## config.mk

```make
export PLATFORM = sky130hd
export DESIGN_NAME = mem_block_copier_flat
export DESIGN_NICKNAME = d
export VERILOG_FILES = /design/src/rtl/mem_block_copier_if.sv /design/src/rtl/mem_block_copier.sv /design/src/flat_wrapper.sv
export SDC_FILE = /design/constraint.sdc
export NUM_CORES = 1
export LEC_CHECK = 0
export CELL_PAD_IN_SITES_DETAIL_PLACEMENT = 0
export CELL_PAD_IN_SITES_GLOBAL_PLACEMENT = 1
export CORE_ASPECT_RATIO = 0.9
export CORE_UTILIZATION = 40
export DETAILED_ROUTE_END_ITERATION = 10
export GPL_TIMING_DRIVEN = 0
export PLACE_DENSITY = 0.9
export RECOVER_POWER = 25
export SLEW_MARGIN = 20
export SYNTH_ARGS = -nofsm -noshare
export SYNTH_HDL_FRONTEND = slang
export SYNTH_SLANG_ARGS = --single-unit
```

## constraint.sdc

```tcl
create_clock -name clk -period 3.6 [get_ports clk]
set_input_delay 0.72 -clock clk [delete_from_list [all_inputs] [get_ports clk]]
set_output_delay 0.72 -clock clk [all_outputs]
set_load 0.005 [all_outputs]
```

## src/rtl/mem_block_copier_if.sv

```systemverilog
`timescale 1ns/1ps
// -----------------------------------------------------------------------------
// mem_block_copier_if
// Purpose : Bundles the control handshake and the single-port memory bus of
//           the mem_block_copier block-copy initiator.
// Signals :
//   start       request pulse, sampled only while the copier is idle
//   src_addr    first source word address
//   dst_addr    first destination word address
//   len         number of words to copy (0 is legal)
//   busy        copier owns the memory port
//   done        one-cycle end-of-transfer pulse
//   mem_regWE   memory write enable
//   mem_Addr    memory address
//   mem_wdata   memory write data
//   mem_rdata   combinational memory read data
//   fill        (MEM_COPIER_FILL_EN only) write fill_value instead of copying
//   fill_value  (MEM_COPIER_FILL_EN only) constant word written in fill mode
// Modports: master = copier side, slave = requester/memory side.
// Configuration macro: MEM_COPIER_FILL_EN
// -----------------------------------------------------------------------------
interface mem_block_copier_if #(
    parameter int ADDR_W = 10,
    parameter int DATA_W = 32,
    parameter int LEN_W  = 10
);
    logic              start;
    logic [ADDR_W-1:0] src_addr;
    logic [ADDR_W-1:0] dst_addr;
    logic [LEN_W-1:0]  len;
    logic              busy;
    logic              done;
    logic              mem_regWE;
    logic [ADDR_W-1:0] mem_Addr;
    logic [DATA_W-1:0] mem_wdata;
    logic [DATA_W-1:0] mem_rdata;
`ifdef MEM_COPIER_FILL_EN
    logic              fill;
    logic [DATA_W-1:0] fill_value;

    modport master (
        input  start, src_addr, dst_addr, len, mem_rdata, fill, fill_value,
        output busy, done, mem_regWE, mem_Addr, mem_wdata
    );
    modport slave (
        output start, src_addr, dst_addr, len, mem_rdata, fill, fill_value,
        input  busy, done, mem_regWE, mem_Addr, mem_wdata
    );
`else
    modport master (
        input  start, src_addr, dst_addr, len, mem_rdata,
        output busy, done, mem_regWE, mem_Addr, mem_wdata
    );
    modport slave (
        output start, src_addr, dst_addr, len, mem_rdata,
        input  busy, done, mem_regWE, mem_Addr, mem_wdata
    );
`endif
endinterface

```

## src/rtl/mem_block_copier.sv

```systemverilog
`timescale 1ns/1ps
// -----------------------------------------------------------------------------
// mem_block_copier
// Purpose : Simple DMA beside the core. On an accepted start it copies len
//           words from src_addr to dst_addr through the single-port memory,
//           one access per cycle: READ then WRITE, 2 cycles per word, strictly
//           ascending. The core owns the memory port whenever busy is low.
// Ports   :
//   clk    system clock, all state on posedge
//   rst_n  asynchronous active-low reset; abandons any transfer in flight
//   bus    mem_block_copier_if.master (start/src_addr/dst_addr/len in,
//          busy/done out, memory bus mem_regWE/mem_Addr/mem_wdata out,
//          mem_rdata in)
// Configuration macro: MEM_COPIER_FILL_EN
//   When defined, fill/fill_value are captured with start; fill=1 skips READ
//   and writes fill_value to len consecutive words, 1 cycle per word.
// Parameters of the interface instance must match ADDR_W/DATA_W/LEN_W.
// -----------------------------------------------------------------------------
module mem_block_copier #(
    parameter int ADDR_W = 10,
    parameter int DATA_W = 32,
    parameter int LEN_W  = 10
) (
    input  logic               clk,
    input  logic               rst_n,
    mem_block_copier_if.master bus
);

    localparam logic [1:0] S_IDLE  = 2'd0;
    localparam logic [1:0] S_READ  = 2'd1;
    localparam logic [1:0] S_WRITE = 2'd2;
    localparam logic [1:0] S_DONE  = 2'd3;

    localparam logic [LEN_W-1:0]  LEN_ONE  = LEN_W'(1);
    localparam logic [ADDR_W-1:0] ADDR_ONE = ADDR_W'(1);

    logic [1:0]        r_state;
    logic [ADDR_W-1:0] r_src;
    logic [ADDR_W-1:0] r_dst;
    logic [LEN_W-1:0]  r_rem;
    // Memory-side outputs are registered: they are loaded together with the
    // state they belong to, so nothing on the memory port depends
    // combinationally on start/len, and address/data naturally hold their
    // last value when not being updated.
    logic              r_mem_we;
    logic [ADDR_W-1:0] r_mem_addr;
    logic [DATA_W-1:0] r_mem_wdata;
`ifdef MEM_COPIER_FILL_EN
    logic              r_fill;
`endif

    always_ff @(posedge clk or negedge rst_n) begin
        if (!rst_n) begin
            r_state     <= S_IDLE;
            r_src       <= '0;
            r_dst       <= '0;
            r_rem       <= '0;
            r_mem_we    <= 1'b0;
            r_mem_addr  <= '0;
            r_mem_wdata <= '0;
`ifdef MEM_COPIER_FILL_EN
            r_fill      <= 1'b0;
`endif
        end else begin
            case (r_state)
                S_IDLE: begin
                    if (bus.start) begin
                        r_src <= bus.src_addr;
                        r_dst <= bus.dst_addr;
                        r_rem <= bus.len;
`ifdef MEM_COPIER_FILL_EN
                        r_fill <= bus.fill;
`endif
                        if (bus.len == '0) begin
                            r_state <= S_DONE;
                        end
`ifdef MEM_COPIER_FILL_EN
                        else if (bus.fill) begin
                            // Fill mode: the data word is constant for the
                            // whole transfer, so load it once here.
                            r_state     <= S_WRITE;
                            r_mem_addr  <= bus.dst_addr;
                            r_mem_we    <= 1'b1;
                            r_mem_wdata <= bus.fill_value;
                        end
`endif
                        else begin
                            r_state    <= S_READ;
                            r_mem_addr <= bus.src_addr;
                            r_mem_we   <= 1'b0;
                        end
                    end
                end
                S_READ: begin
                    // The write-data register doubles as the read holding
                    // register: it captures the word being read.
                    r_mem_wdata <= bus.mem_rdata;
                    r_mem_addr  <= r_dst;
                    r_mem_we    <= 1'b1;
                    r_state     <= S_WRITE;
                end
                S_WRITE: begin
                    r_src <= r_src + ADDR_ONE;
                    r_dst <= r_dst + ADDR_ONE;
                    r_rem <= r_rem - LEN_ONE;
                    if (r_rem > LEN_ONE) begin
`ifdef MEM_COPIER_FILL_EN
                        if (r_fill) begin
                            r_state    <= S_WRITE;
                            r_mem_addr <= r_dst + ADDR_ONE;
                        end else
`endif
                        begin
                            r_state    <= S_READ;
                            r_mem_addr <= r_src + ADDR_ONE;
                            r_mem_we   <= 1'b0;
                        end
                    end else begin
                        r_state  <= S_DONE;
                        r_mem_we <= 1'b0;
                    end
                end
                default: begin
                    r_state <= S_IDLE;
                end
            endcase
        end
    end

    assign bus.busy      = (r_state != S_IDLE);
    assign bus.done      = (r_state == S_DONE);
    assign bus.mem_regWE = r_mem_we;
    assign bus.mem_Addr  = r_mem_addr;
    assign bus.mem_wdata = r_mem_wdata;

endmodule
```

## src/flat_wrapper.sv

```systemverilog
// flat-port wrapper written by rule: the top's interface ports become plain ports
module mem_block_copier_flat 
#(
    parameter int ADDR_W = 10,
    parameter int DATA_W = 32,
    parameter int LEN_W  = 10
)
  (clk, rst_n, bus_start, bus_src_addr, bus_dst_addr, bus_len, bus_mem_rdata, bus_busy, bus_done, bus_mem_regWE, bus_mem_Addr, bus_mem_wdata);
  mem_block_copier_if #(.ADDR_W(ADDR_W), .DATA_W(DATA_W), .LEN_W(LEN_W)) bus_i ();
  input  logic clk;
  input  logic rst_n;
  input wire logic [$bits(bus_i.start)-1:0] bus_start;
  input wire logic [$bits(bus_i.src_addr)-1:0] bus_src_addr;
  input wire logic [$bits(bus_i.dst_addr)-1:0] bus_dst_addr;
  input wire logic [$bits(bus_i.len)-1:0] bus_len;
  input wire logic [$bits(bus_i.mem_rdata)-1:0] bus_mem_rdata;
  output wire logic [$bits(bus_i.busy)-1:0] bus_busy;
  output wire logic [$bits(bus_i.done)-1:0] bus_done;
  output wire logic [$bits(bus_i.mem_regWE)-1:0] bus_mem_regWE;
  output wire logic [$bits(bus_i.mem_Addr)-1:0] bus_mem_Addr;
  output wire logic [$bits(bus_i.mem_wdata)-1:0] bus_mem_wdata;
  assign bus_i.start = bus_start;
  assign bus_i.src_addr = bus_src_addr;
  assign bus_i.dst_addr = bus_dst_addr;
  assign bus_i.len = bus_len;
  assign bus_i.mem_rdata = bus_mem_rdata;
  assign bus_busy = bus_i.busy;
  assign bus_done = bus_i.done;
  assign bus_mem_regWE = bus_i.mem_regWE;
  assign bus_mem_Addr = bus_i.mem_Addr;
  assign bus_mem_wdata = bus_i.mem_wdata;
  mem_block_copier #(.ADDR_W(ADDR_W), .DATA_W(DATA_W), .LEN_W(LEN_W)) u_core (.clk(clk), .rst_n(rst_n), .bus(bus_i));
endmodule
```

==> flow_summary_export.csv <==
group,metric,value,unit
placed_design,gp_congestion,0.831,
synthesis,yosysTopAreaCellShare,47.0,%
drt,dr.first_iter.drc_count,153,
synthesis,synth_seq_cells,75,
synthesis,synth_cell_types,50,
placed_design,placed_cell_area,0.00527,sq mm
global_route,grt_pass1_wl,16900,microns
synthesis,yosys_warnings,0,
clock_tree,cts_resized,0,
drt,num_vias,3497,
floorplanning,dieWidth,107,microns
floorplanning,fp.dieH,96.8,microns
run_status,violations,"capacitance limit, slew limit",
synthesis,syn_area_per_cell,10.4,sq um
flow_run,cap_violations,1,
critical_path,crit_required,2880,ps
synthesis,synth_adder_area_share,2.51,%
pwr,ir_drop,0.000370,V
pwr,power_density,915,mW/mm^2
synthesis,synth_flop_cell,"dfrtp_1",
floorplanning,core_area,0.00970,sq mm
global_route,grt_start_max_net_pins,49,
critical_path,worstPathArrival,1770,ps
synthesis,synthMuxAreaShare,17.4,%
floorplanning,ios,110,
final_layout,antenna_cells,0,
global_route,grt_util_all_layers,21.0,%
final_layout,layout_common_cells,"108 x clkdlybuf4s50_1, 75 x dfrtp_1, 33 x mux2_1, 30 x a21oi_1, 29 x nand2_1",
drt,drt-total-wl,10500,microns
synthesis,yosys.area_share.simple,14.1,%
synthesis,ys_seq_area_share,47.0,%
clock_tree,clock_latency,370,ps
final_layout,drive_gt1_share,7.86,%
final_layout,instances_no_fill,635,
synthesis,synthCells,383,
sta,worst_slew_pin_slew,1550,ps
run_status,status,"complete, but fails checks",
floorplanning,start_util,41.2,%
clock_tree,cts_tree,"yes",
sta,max_freq,402,MHz
critical_path,cp-end-kind,"output port",
sta,hold_viol_final,0,
drt,routed_via_density,5.51,
synthesis,synth_fp_nets,456,
sta,finalClockSkew,11.1,ps
synthesis,yosys-top-cells-area,"dfrtp_1 47%, mux2_1 9.3%, mux2i_1 4.8%, o22ai_1 3.9%, a21oi_1 3.8%",
synthesis,syn_area,0.00399,sq mm
placed_design,portBuffers,109,
clock_tree,postCtsSetupBuffers,0,
placed_design,hpwl,7580,microns
sta,rsz0062_at_grt,"no",
drt,first_pass_iters,4,
critical_path,path_class,"reg -> out",
synthesis,synth_xor_area_share,0.219,%
final_layout,layout_commonest_cell,"clkdlybuf4s50_1",
pwr,p_total,5.03,mW
global_route,antenna_found_initial,0,
drt,wl_per_cell,16.6,microns
synthesis,synth_compound_area_share,14.7,%
global_route,first_global_vias,3473,
clock_tree,path_clk_slew,90,ps
sta,setup_viol,0,
global_route,gr-total-overflow,0,
final_layout,fin_nets,577,
clock_tree,clockBufferDepth,2,
pwr,p_leak,2.27,nW
clock_tree,root_buffer,"clkbuf_8",
synthesis,synth_edf_count,0,
sta,slew_headroom,-3.47,%
drt,postRouteAntennaNets,0,
synthesis,synthArstFlopShare,100,%
final_layout,final_area,0.00550,sq mm
final_layout,area_growth,37.7,%
clock_tree,hold_buffers,0,
critical_path,crit_path_max_fanout,7,
synthesis,synth_top_area_cell,"dfrtp_1",
floorplanning,fp.dieArea,0.0104,sq mm
placed_design,place_inst,619,
drt,drc,0,
sta,drv_slew,28,
critical_path,crit_path_start_kind,"flop",
sta,finalCriticalPeriod,2490,ps
clock_tree,clock_sinks,75,
final_layout,fill_cells,882,
synthesis,synth_top_family_by_area,"multiplexers",
floorplanning,rows,34,
clock_tree,htree_num_levels,3,
clock_tree,cts_buffers,9,
worst_hold_path,hold_path.class,"reg -> reg",
sta,period_share,69.1,%
-- metal layers --
layer	routed length (microns)	global-route usage (%)	vias to the layer above
met2	4690	32.8	163
met5	0	0	-
li1	-	-	1657
met3	809	5.32	24
met1	4810	28.5	1653
met4	227	6.64	0
-- kinds of logic (layout without fill, tap and decap cells) --
logic type | Yosys count | in the layout
adder cells (fa/ha/maj) | 8 | 8
multiplexers | 61 | 61
buffers and inverters | 37 | 163
flip-flops | 75 | 75
XOR/XNOR | 1 | 1
AO/OA/AOI/OAI | 95 | 95
AND/OR/NAND/NOR | 106 | 106
-- cell usage after synthesis (2+ instances only) --
cell type  count
o21ai_1       10
a21oi_1       30
mux2_4         8
buf_2          4
or3_1          2
nor3_1         6
a22oi_1        2
dfrtp_1       75
clkbuf_1      19
o22ai_1       25
a311oi_1       2
a22o_1         2
a21bo_2        3
inv_1         11
a31oi_1        4
nor4_1         5
buf_6          2
nand3_1       19
mux2_1        33
nand3b_1       5
nand4_1        4
nand2b_1       2
nor2_1        13
nor2b_1        4
nand2_1       29
and3_1         8
mux2i_1       19
o21ai_0        8
ha_1           8
-- critical path, stage by stage (launching register included) --
cell,delay (ps)
dfrtp_1,410
inv_1,80
ha_1,180
buf_2,170
inv_1,60
clkdlybuf4s50_1,500
-- final timing paths --
| check | startpoint | depth (start not counted) | end | slack (ps) |
|---|---|---|---|---|
| max | u_core.r_state[1] | 5 | bus_busy | 1110 |
| min | u_core.bus.mem_wdata[16] | 1 | u_core.bus.mem_wdata[16] | 490 |
| max reg2reg | u_core.r_state[0] | 7 | u_core.bus.mem_Addr[9] | 1300 |
| min reg2reg | u_core.bus.mem_wdata[16] | 1 | u_core.bus.mem_wdata[16] | 490 |
| max in group asynchronous | rst_n | 2 | u_core.bus.mem_Addr[8] | 1940 |
| min in group asynchronous | rst_n | 1 | u_core.bus.mem_wdata[12] | 720 |
-- stage by stage --
step	setup slack, ps	hold slack [ps]	util [%]	setup TNS (ps)
after floorplan	1730	424	-	0
after global placement	-858	466	54.1	-63890
after detailed placement	1120	474	54.3	0
after CTS	1090	264	56.7	0
after global routing	1010	506	56.7	0
final	1110	488	56.7	0
-- flip-flops by register name, summed over array words and instances, names as in the netlist --
signal	flops
u_core.bus.mem_wdata	32
u_core.r_state	2
u_core.r_src	10
u_core.bus.mem_Addr	10
u_core.bus.mem_regWE	1
u_core.r_rem	10
u_core.r_dst	10
-- cell type report --
cell class	instances	area [sq um]	area share (%)
buffer	26	123	2.23
clock buffer	10	138	2.50
clock inverter	6	96.3	1.75
inverter	11	41.3	0.751
multi-input combinational	271	1950	35.5
sequential	75	1880	34.1
tap	126	158	2.87
timing repair buffer	110	1110	20.2
-- where the power goes --
group | internal [mW] | switching [mW]
sequential | 1.28 | 0.375
combinational | 1.37 | 1.23
clock | 0.418 | 0.349
Note: power is estimated with default switching activity, not from simulation.
